`config.mk`:
```
export PLATFORM = sky130hd
export DESIGN_NAME = voting_session_ctrl
export DESIGN_NICKNAME = d
export VERILOG_FILES = /design/src/rtl/voting_pkg.sv /design/src/rtl/voting_tally.sv /design/src/rtl/voting_session_ctrl.sv
export SDC_FILE = /design/constraint.sdc
export NUM_CORES = 1
export LEC_CHECK = 0
export ABC_AREA = 1
export CAP_MARGIN = 20
export CORE_MARGIN = 2
export CORE_UTILIZATION = 49
export CTS_CLUSTER_SIZE = 25
export DETAILED_ROUTE_END_ITERATION = 8
export GPL_TIMING_DRIVEN = 0
export PLACE_DENSITY = 0.75
export SYNTH_ARGS = -nofsm -noshare
export SYNTH_HDL_FRONTEND = slang
export SYNTH_HIERARCHICAL = 1
export SYNTH_SLANG_ARGS = --single-unit
```
`constraint.sdc`:
```
create_clock -name clk -period 3.8 [get_ports clk]
set_input_delay 0.57 -clock clk [delete_from_list [all_inputs] [get_ports clk]]
set_output_delay 0.57 -clock clk [all_outputs]
set_load 0.02 [all_outputs]
```
`src/rtl/voting_pkg.sv`:
```
// Shared definitions for the voting session controller: state encoding and verdict bit positions.
package voting_pkg;

    localparam logic [1:0] IDLE   = 2'd0;
    localparam logic [1:0] OPEN   = 2'd1;
    localparam logic [1:0] TALLY  = 2'd2;
    localparam logic [1:0] RESULT = 2'd3;

    typedef enum logic [1:0] {
        StIdle   = IDLE,
        StOpen   = OPEN,
        StTally  = TALLY,
        StResult = RESULT
    } state_e;

    localparam int unsigned RES_FAIL = 0;
    localparam int unsigned RES_TIE  = 1;
    localparam int unsigned RES_PASS = 2;

endpackage

```
`src/rtl/voting_tally.sv`:
```
// Combinational ballot counter: yes/no popcounts over accepted ballots and a one-hot verdict.
module voting_tally
    import voting_pkg::*;
#(
    parameter int unsigned N_VOTERS = 4,
    parameter int unsigned CW       = $clog2(N_VOTERS + 1)
) (
    input  logic [N_VOTERS-1:0] ballot,
    input  logic [N_VOTERS-1:0] voted,
    output logic [CW-1:0]       yes_cnt,
    output logic [CW-1:0]       no_cnt,
    output logic [2:0]          verdict
);

    always_comb begin
        yes_cnt = '0;
        no_cnt  = '0;
        for (int i = 0; i < int'(N_VOTERS); i++) begin
            yes_cnt = yes_cnt + CW'(ballot[i] & voted[i]);
            no_cnt  = no_cnt + CW'(~ballot[i] & voted[i]);
        end
        verdict           = '0;
        verdict[RES_PASS] = (yes_cnt > no_cnt);
        verdict[RES_FAIL] = (no_cnt > yes_cnt);
        verdict[RES_TIE]  = (yes_cnt == no_cnt);
    end

endmodule

```
`src/rtl/voting_session_ctrl.sv`:
```
// One-ballot-at-a-time session sequencer: opens on start, locks one vote per voter,
// closes on full turnout or timeout, then holds a registered verdict for a fixed window.
module voting_session_ctrl
    import voting_pkg::*;
#(
    parameter int unsigned N_VOTERS    = 4,
    parameter int unsigned TIMEOUT     = 16,
    parameter int unsigned RESULT_HOLD = 8
) (
    input  logic                            clk,
    input  logic                            rst,
    input  logic                            start,
    input  logic [N_VOTERS-1:0]             yes,
    input  logic [N_VOTERS-1:0]             no,
    output logic                            busy,
    output logic [N_VOTERS-1:0]             voted,
    output logic [$clog2(N_VOTERS+1)-1:0]   yes_cnt,
    output logic [$clog2(N_VOTERS+1)-1:0]   no_cnt,
    output logic [2:0]                      result,
    output logic                            result_valid
);

    localparam int unsigned CW = $clog2(N_VOTERS + 1);
    localparam int unsigned TW = $clog2(TIMEOUT);
    localparam int unsigned HW = $clog2(RESULT_HOLD + 1);

    state_e              state_q, state_d;
    logic [TW-1:0]       timer_q, timer_d;
    logic [HW-1:0]       hold_q, hold_d;
    logic                tally_ph_q, tally_ph_d;
    logic [N_VOTERS-1:0] voted_q, voted_d;
    logic [N_VOTERS-1:0] ballot_q, ballot_d;
    logic [CW-1:0]       yes_cnt_q, yes_cnt_d;
    logic [CW-1:0]       no_cnt_q, no_cnt_d;
    logic [2:0]          result_q, result_d;

    logic [N_VOTERS-1:0] accept;
    logic [CW-1:0]       tally_yes, tally_no;
    logic [2:0]          tally_verdict;

    voting_tally #(
        .N_VOTERS (N_VOTERS),
        .CW       (CW)
    ) u_tally (
        .ballot  (ballot_q),
        .voted   (voted_q),
        .yes_cnt (tally_yes),
        .no_cnt  (tally_no),
        .verdict (tally_verdict)
    );

    // A ballot is taken only from an unlocked voter pressing exactly one button.
    assign accept = ~voted_q & (yes ^ no);

    always_comb begin
        state_d    = state_q;
        timer_d    = timer_q;
        hold_d     = hold_q;
        tally_ph_d = tally_ph_q;
        voted_d    = voted_q;
        ballot_d   = ballot_q;
        yes_cnt_d  = yes_cnt_q;
        no_cnt_d   = no_cnt_q;
        result_d   = result_q;
        unique case (state_q)
            StIdle: begin
                if (start) begin
                    state_d  = StOpen;
                    voted_d  = '0;
                    ballot_d = '0;
                    timer_d  = TW'(TIMEOUT - 1);
                end
            end
            StOpen: begin
                voted_d  = voted_q | accept;
                ballot_d = (ballot_q & ~accept) | (accept & yes);
                timer_d  = timer_q - TW'(1);
                if ((&voted_d) || (timer_q == '0)) begin
                    state_d    = StTally;
                    tally_ph_d = 1'b0;
                end
            end
            StTally: begin
                // Two edges in TALLY put the verdict two cycles after the closing edge.
                if (!tally_ph_q) begin
                    tally_ph_d = 1'b1;
                end else begin
                    state_d   = StResult;
                    yes_cnt_d = tally_yes;
                    no_cnt_d  = tally_no;
                    result_d  = tally_verdict;
                    hold_d    = HW'(RESULT_HOLD - 1);
                end
            end
            StResult: begin
                if (hold_q == '0) begin
                    state_d   = StIdle;
                    yes_cnt_d = '0;
                    no_cnt_d  = '0;
                    result_d  = '0;
                end else begin
                    hold_d = hold_q - HW'(1);
                end
            end
            default: state_d = StIdle;
        endcase
    end

    always_ff @(posedge clk or posedge rst) begin
        if (rst) begin
            state_q    <= StIdle;
            timer_q    <= '0;
            hold_q     <= '0;
            tally_ph_q <= 1'b0;
            voted_q    <= '0;
            ballot_q   <= '0;
            yes_cnt_q  <= '0;
            no_cnt_q   <= '0;
            result_q   <= '0;
        end else begin
            state_q    <= state_d;
            timer_q    <= timer_d;
            hold_q     <= hold_d;
            tally_ph_q <= tally_ph_d;
            voted_q    <= voted_d;
            ballot_q   <= ballot_d;
            yes_cnt_q  <= yes_cnt_d;
            no_cnt_q   <= no_cnt_d;
            result_q   <= result_d;
        end
    end

    assign busy         = (state_q != StIdle);
    assign voted        = voted_q;
    assign yes_cnt      = yes_cnt_q;
    assign no_cnt       = no_cnt_q;
    assign result       = result_q;
    assign result_valid = (state_q == StResult);

endmodule

```
; ---- Word level (Yosys, flattened, before mapping)
; Cells that the tools add are included.
[op_classes]
addsub = 8
order_cmp = 2
eq_ne = 9
muxes = 22
n_bitwise = 20
n_reduce_logical = 14
[ops]
columns = op, n
row1 = $pmux W4 S2, 4
row2 = $add A3 B3 Y3, 6
row3 = $pmux W3 S2, 3
row4 = $mux W4, 4
row5 = $and A3 B1 Y3, 4
row6 = $and A4 B4 Y4, 3
row7 = $mux W3, 4
row8 = $not A1 Y3, 4
row9 = $logic_not A4 Y1, 2
row10 = $mux W2, 4
row11 = $ne A2 B2 Y1 const B, 4
row12 = $not A4 Y4, 2
row13 = $or A4 B4 Y4, 2
row14 = $pmux W2 S4, 1
row15 = $reduce_and A4 Y1, 2
row16 = $reduce_bool A2 Y1, 4
row17 = $sub A4 B1 Y4 const B, 2
row18 = $gt A3 B3 Y1, 2
row19 = $reduce_and A3 Y1, 2
row20 = $and A1 B1 Y1, 4
row21 = $eq A2 B2 Y1 const B, 2
row22 = $reduce_and A2 Y1, 2
row23 = $xor A4 B4 Y4, 1
row24 = $eq A3 B3 Y1, 1
row25 = other kinds (6), 6
[word_totals]
register_bits = 28
input_bits = 11
output_inout_bits = 15

; ---- Logic depth before layout (Yosys ltp)
[logic_depth]
ltp_word = 8
depth_mapped = 14
depth_no_buf = 14

; ---- Hierarchy
; Netlist, hierarchy kept.
[modules_own_cells]
columns = module, instances, cells_each, area_per_inst_um2
row1 = voting_session_ctrl, 1, 193, 1545.2
row2 = voting_tally, 1, 39, 252.7

; ---- Least setup slack after synthesis
; Ideal clock, no wire load.
[synth_timing]
path_kind = reg-to-reg
from = register voted_q[1], in the netlist voted[1]
to = register result_q[2], in the netlist result[2]
arrival_ns = 2.318
required_time_ns = 3.668
setup_slack_ns = 1.350
stages_incl_launch_ff = 14
path_buffers = 0
path_cell_list = dfrtp_1 > nand2_1 > fa_1 > inv_1 > ha_1 > ha_1 > inv_1 > ha_1 > nand2_2 > nor2_2 > nor2_2 > nor2_2 > nand3_1 > o21ai_0
[synth_via]
elab_chain_cells = 7
[synth_rtl]
columns = item, line
row1 = from (decl), voting_session_ctrl.sv:31  ; logic [N_VOTERS-1:0] voted_q, voted_d;
row2 = from (signal assigned), voting_session_ctrl.sv:125  ; voted_q <= voted_d;
row3 = $and A3 B1 Y3, voting_tally.sv:20  ; no_cnt = no_cnt + CW'(~ballot[i] & voted[i]);
row4 = $add A3 B3 Y3 (3 in series), voting_tally.sv:20
row5 = via tally_no[1], voting_session_ctrl.sv:38  ; logic [CW-1:0] tally_yes, tally_no;
row6 = $gt A3 B3 Y1, voting_tally.sv:23  ; verdict[RES_PASS] = (yes_cnt > no_cnt);
row7 = via tally_verdict[2], voting_session_ctrl.sv:39  ; logic [2:0] tally_verdict;
row8 = $mux W3, voting_session_ctrl.sv:85  ; if (!tally_ph_q) begin
row9 = $pmux W3 S2, voting_session_ctrl.sv:65  ; unique case (state_q)
row10 = to (signal assigned), voting_session_ctrl.sv:129  ; result_q <= result_d;
row11 = to (decl), voting_session_ctrl.sv:35  ; logic [2:0] result_q, result_d;
; The timed path passes the listed nets, and every way through them passes these cells. The select of a mux whose other input is x is not followed.
; A chain may end at the register's enable or synchronous reset.

; ---- Worst setup path in the final report
[layout_timing]
from = register ballot_q[1]
to = register result_q[2], in the netlist result[2]
[layout_via]
elab_chain_cells = 8
[layout_rtl]
columns = item, line
row1 = from (decl), voting_session_ctrl.sv:32  ; logic [N_VOTERS-1:0] ballot_q, ballot_d;
row2 = from (signal assigned), voting_session_ctrl.sv:126  ; ballot_q <= ballot_d;
row3 = $not A1 Y3, voting_tally.sv:20
row4 = $and A3 B1 Y3, voting_tally.sv:20
row5 = $add A3 B3 Y3 (3 in series), voting_tally.sv:20
row6 = via tally_no[1], voting_session_ctrl.sv:38
row7 = $gt A3 B3 Y1, voting_tally.sv:23
row8 = via tally_verdict[2], voting_session_ctrl.sv:39
row9 = $mux W3, voting_session_ctrl.sv:85
row10 = $pmux W3 S2, voting_session_ctrl.sv:65
; The timed path passes the listed nets, and every way through them passes these cells. The select of a mux whose other input is x is not followed.

==> flow_results.xml <==
<?xml version="1.0" encoding="UTF-8"?>
<metrics>
  <group name="clocking">
    <metric name="ctsLongestPathBuffers" unit="">2</metric>
    <metric name="cts_num_sinks" unit="">28</metric>
    <metric name="clock_root_buffer" unit="">clkbuf_8</metric>
    <metric name="htreeDepth" unit="">1</metric>
    <metric name="cts_tree" unit="">done</metric>
    <metric name="cts_setup_buffers" unit="">0</metric>
    <metric name="ctsResizeCount" unit="">0</metric>
    <metric name="holdBufCountCts" unit="">0</metric>
    <metric name="worst_skew_pair.late_latency" unit="ns">0.27</metric>
    <metric name="numCtsBuffers" unit="">3</metric>
    <metric name="worst_setup_hold_path_clk_slew" unit="ns">0.09</metric>
  </group>
  <group name="yosys">
    <metric name="synth_cells" unit="">232</metric>
    <metric name="synth_fp_nets" unit="">259</metric>
    <metric name="yosysWarnings" unit="">6</metric>
    <metric name="netlist.top_cell.by_area" unit="">dfrtp_1</metric>
    <metric name="synth_area_leaders" unit="">dfrtp_1 39%, inv_1 11%, ha_1 9.7%, nand2_1 9.6%, nand3_1 6.7%</metric>
    <metric name="portion_of_synthesized_cell_area_occupied_by_the_leading_cell_type" unit="%">38.97</metric>
    <metric name="ys_seq_area_share" unit="%">38.97</metric>
    <metric name="yosys_register_bits" unit="">28</metric>
    <metric name="syn-mean-instance-area" unit="sq um">7.750</metric>
    <metric name="synth_cell_types" unit="">24</metric>
    <metric name="synth.cell_area" unit="sq um">1798</metric>
  </group>
  <group name="critical_path">
    <metric name="crit_path_max_incr_delay" unit="ns">0.54</metric>
    <metric name="worstSetupEndpointType" unit="">flip-flop</metric>
    <metric name="required" unit="ns">3.95</metric>
    <metric name="crit_type" unit="">reg2reg</metric>
    <metric name="regToRegSetupSlack" unit="ns">1.31</metric>
    <metric name="worst-path-buf-inv" unit="">3</metric>
    <metric name="worst_setup_path_start_kind" unit="">flip-flop</metric>
    <metric name="worstPathCellList" unit="">inv_1 &gt; nand2_1 &gt; fa_1 &gt; inv_1 &gt; ha_1 &gt; ha_1 &gt; inv_1 &gt; ha_1 &gt; nand2_2 &gt; nor2_2 &gt; nor2_2 &gt; nor2_2 &gt; nand3_1 &gt; o21ai_0</metric>
    <metric name="worstRegToRegCells" unit="">14</metric>
    <metric name="worst-endpoint-arrival" unit="ns">2.64</metric>
    <metric name="startpoint_of_the_lowest_slack_register_to_register_path" unit="">ballot_q[1]$_DFFE_PP0P_</metric>
    <metric name="crit_slowest_cell" unit="">fa_1</metric>
    <metric name="r2r_end" unit="">result[2]$_DFFE_PP0P_</metric>
    <metric name="critical_path.max_fanout" unit="">4</metric>
    <metric name="path_delay_family" unit="">adder cells</metric>
    <metric name="timing.critical_path.from" unit="">ballot_q[1]$_DFFE_PP0P_</metric>
  </group>
  <group name="drt">
    <metric name="drt_iter0_markers" unit="">110</metric>
    <metric name="routed_wl" unit="um">3135</metric>
    <metric name="wire_per_inst" unit="um">10.15</metric>
    <metric name="detail_route.first_pass.iterations" unit="">4</metric>
    <metric name="route.detailed.vias_per_inst" unit="">4.676</metric>
    <metric name="postRouteAntennaNets" unit="">0</metric>
    <metric name="remaining_drc_errors" unit="">0</metric>
    <metric name="vias" unit="">1445</metric>
  </group>
  <group name="timing">
    <metric name="timing.final.crit_period" unit="ns">2.486</metric>
    <metric name="final_max_slew_viol_count" unit="">0</metric>
    <metric name="postLayoutSetupSlackWorst" unit="ns">1.314</metric>
    <metric name="setup_viol" unit="">0</metric>
    <metric name="slew_headroom" unit="%">64.82</metric>
    <metric name="unrepaired_setup_endpoints_after_global_routing" unit="">false</metric>
    <metric name="final-hold-violation-count" unit="">0</metric>
    <metric name="maxClockFrequency" unit="MHz">402.3</metric>
    <metric name="setup_total_negative_slack" unit="ns">0</metric>
    <metric name="finClkSkew" unit="ns">0.003671</metric>
    <metric name="timing.hold.ws" unit="ns">0.4937</metric>
    <metric name="tightestPinTransition" unit="ns">0.5271</metric>
    <metric name="final.period_utilization" unit="%">65.42</metric>
  </group>
  <group name="placement">
    <metric name="post-dp-hpwl" unit="um">2426</metric>
    <metric name="routability_driven_placement_congestion_ratio" unit="">0.7951</metric>
    <metric name="pre_cts_ws" unit="ns">1.319</metric>
    <metric name="buffer_ports.inserted" unit="">25</metric>
  </group>
  <group name="hold_path">
    <metric name="hold_wc_path_type" unit="">reg2reg</metric>
    <metric name="min_from" unit="">timer_q[3]$_DFFE_PP0P_</metric>
    <metric name="whs_path_depth" unit="">2</metric>
    <metric name="timing.hold.worst_endpoint" unit="">timer_q[3]$_DFFE_PP0P_</metric>
  </group>
  <group name="die">
    <metric name="io_pins" unit="">26</metric>
    <metric name="core_region_area" unit="sq um">3606</metric>
    <metric name="std_cell_rows" unit="">22</metric>
    <metric name="initial_core_utilization" unit="%">49.86</metric>
    <metric name="total_die_area" unit="sq um">4170</metric>
    <metric name="die_h" unit="um">64.58</metric>
    <metric name="dieWidth" unit="um">64.58</metric>
  </group>
  <group name="pwr">
    <metric name="power.density" unit="nW/um^2">755.3</metric>
    <metric name="power_leakage" unit="uW">0.001140</metric>
    <metric name="power.ir.vdd_worst" unit="uV">336.7</metric>
  </group>
  <group name="global_route">
    <metric name="grt.overflow.total" unit="">0</metric>
    <metric name="grt_max_degree" unit="">29</metric>
    <metric name="grt_first_pass_wirelength" unit="um">5802</metric>
    <metric name="grt_util_all_layers" unit="%">17.08</metric>
    <metric name="antenna_violations_before_repair" unit="">0</metric>
    <metric name="first_global_vias" unit="">1373</metric>
  </group>
  <group name="outcome">
    <metric name="run_status" unit="">finished, final reports clean</metric>
  </group>
  <group name="cells_and_area">
    <metric name="drive_gt1_share" unit="%">9.195</metric>
    <metric name="commonest_non_fill_non_tap_cell_in_the_layout" unit="">inv_1</metric>
    <metric name="flow.area_growth_from_synthesis" unit="%">21.09</metric>
    <metric name="num-nets-final" unit="">290</metric>
    <metric name="commonest_non_fill_non_tap_cells_in_the_layout" unit="">55 x inv_1, 46 x nand2_1, 28 x dfrtp_1</metric>
    <metric name="number_of_antenna_repair_diodes" unit="">0</metric>
  </group>
  <group name="flow_run">
    <metric name="cap_violations" unit="">0</metric>
  </group>
</metrics>
how the worst max path moves through the flow:
stage,endpoint,slack [ns],cells after the start
after global placement,result[2]$_DFFE_PP0P_,1.33,14
after CTS,result[2]$_DFFE_PP0P_,1.30,14
after detailed placement,result[2]$_DFFE_PP0P_,1.32,14
after global routing,result[2]$_DFFE_PP0P_,1.15,14
after floorplan,result[2]$_DFFE_PP0P_,1.35,13
final,result[2]$_DFFE_PP0P_,1.31,14
flip-flops by register name, summed over array words and instances (netlist names):
register and cells:
timer_q 4, voted 4, state_q 2, tally_ph_q 1
result 3, no_cnt 3, ballot_q 4, yes_cnt 3
hold_q 4
per-stage QoR:
step	cell area [sq um]	utilization, %	power [uW]	instances
detailed placement	2108	58.47	1495	305
CTS	2150	59.61	1663	308
finish	2177	60.37	1644	309
global placement	2108	58.47	1474	305
floorplan	1798	-	1228	232
global route	2177	60.37	1826	309
logic make-up after synthesis:
logic type / count (synthesis) / share of synthesized area, %
adder cells (fa/ha/maj): 16 / 11.97
XOR/XNOR: 2 / 0.9744
AND/OR/NAND/NOR: 97 / 27.00
buffers and inverters: 59 / 12.32
flip-flops: 28 / 38.97
AO/OA/AOI/OAI: 30 / 8.768
final cells by class:
cell class / instances / area, sq um
Buffer: 1 / 3.754
Clock buffer: 3 / 41.29
Sequential cell: 28 / 700.7
Timing Repair Buffer: 26 / 277.8
Fill cell: 336 / 1429
Multi-Input combinational cell: 145 / 875.8
Tap cell: 48 / 60.06
Inverter: 58 / 217.7
report_power, final:
group          switching (uW)  internal, uW
combinational             590           403
sequential               85.7           406
clock                    88.1          71.1
cell usage after synthesis (all sizes together):
| master | count |
|---|---|
| inv | 58 |
| nand2 | 48 |
| dfrtp | 28 |
| nand3 | 25 |
| o21ai | 21 |
| nor2 | 20 |
| ha | 14 |
| a21oi | 5 |
| nor3 | 3 |
| a31oi | 2 |
| fa | 2 |
| xor2 | 2 |
| clkbuf | 1 |
| o21a | 1 |
| o31ai | 1 |
| or2 | 1 |
worst reg2reg max path, cell delays in order (launching register included):
cell and delay [ns]:
dfrtp_1 0.42, inv_1 0.06, nand2_1 0.06, fa_1 0.54, inv_1 0.04, ha_1 0.19, ha_1 0.30, inv_1 0.05
ha_1 0.29, nand2_2 0.09, nor2_2 0.04, nor2_2 0.11, nor2_2 0.04, nand3_1 0.06, o21ai_0 0.08
routing by layer:
metal	global-route usage (%)	share of wire, %	vias up
met1	21.65	49	645
met2	30.60	47	20
met4	5.053	1.1	0
met3	1.910	2.6	4
met5	0	0	-
li1	-	-	776
Power figures use the tool's default switching activity.
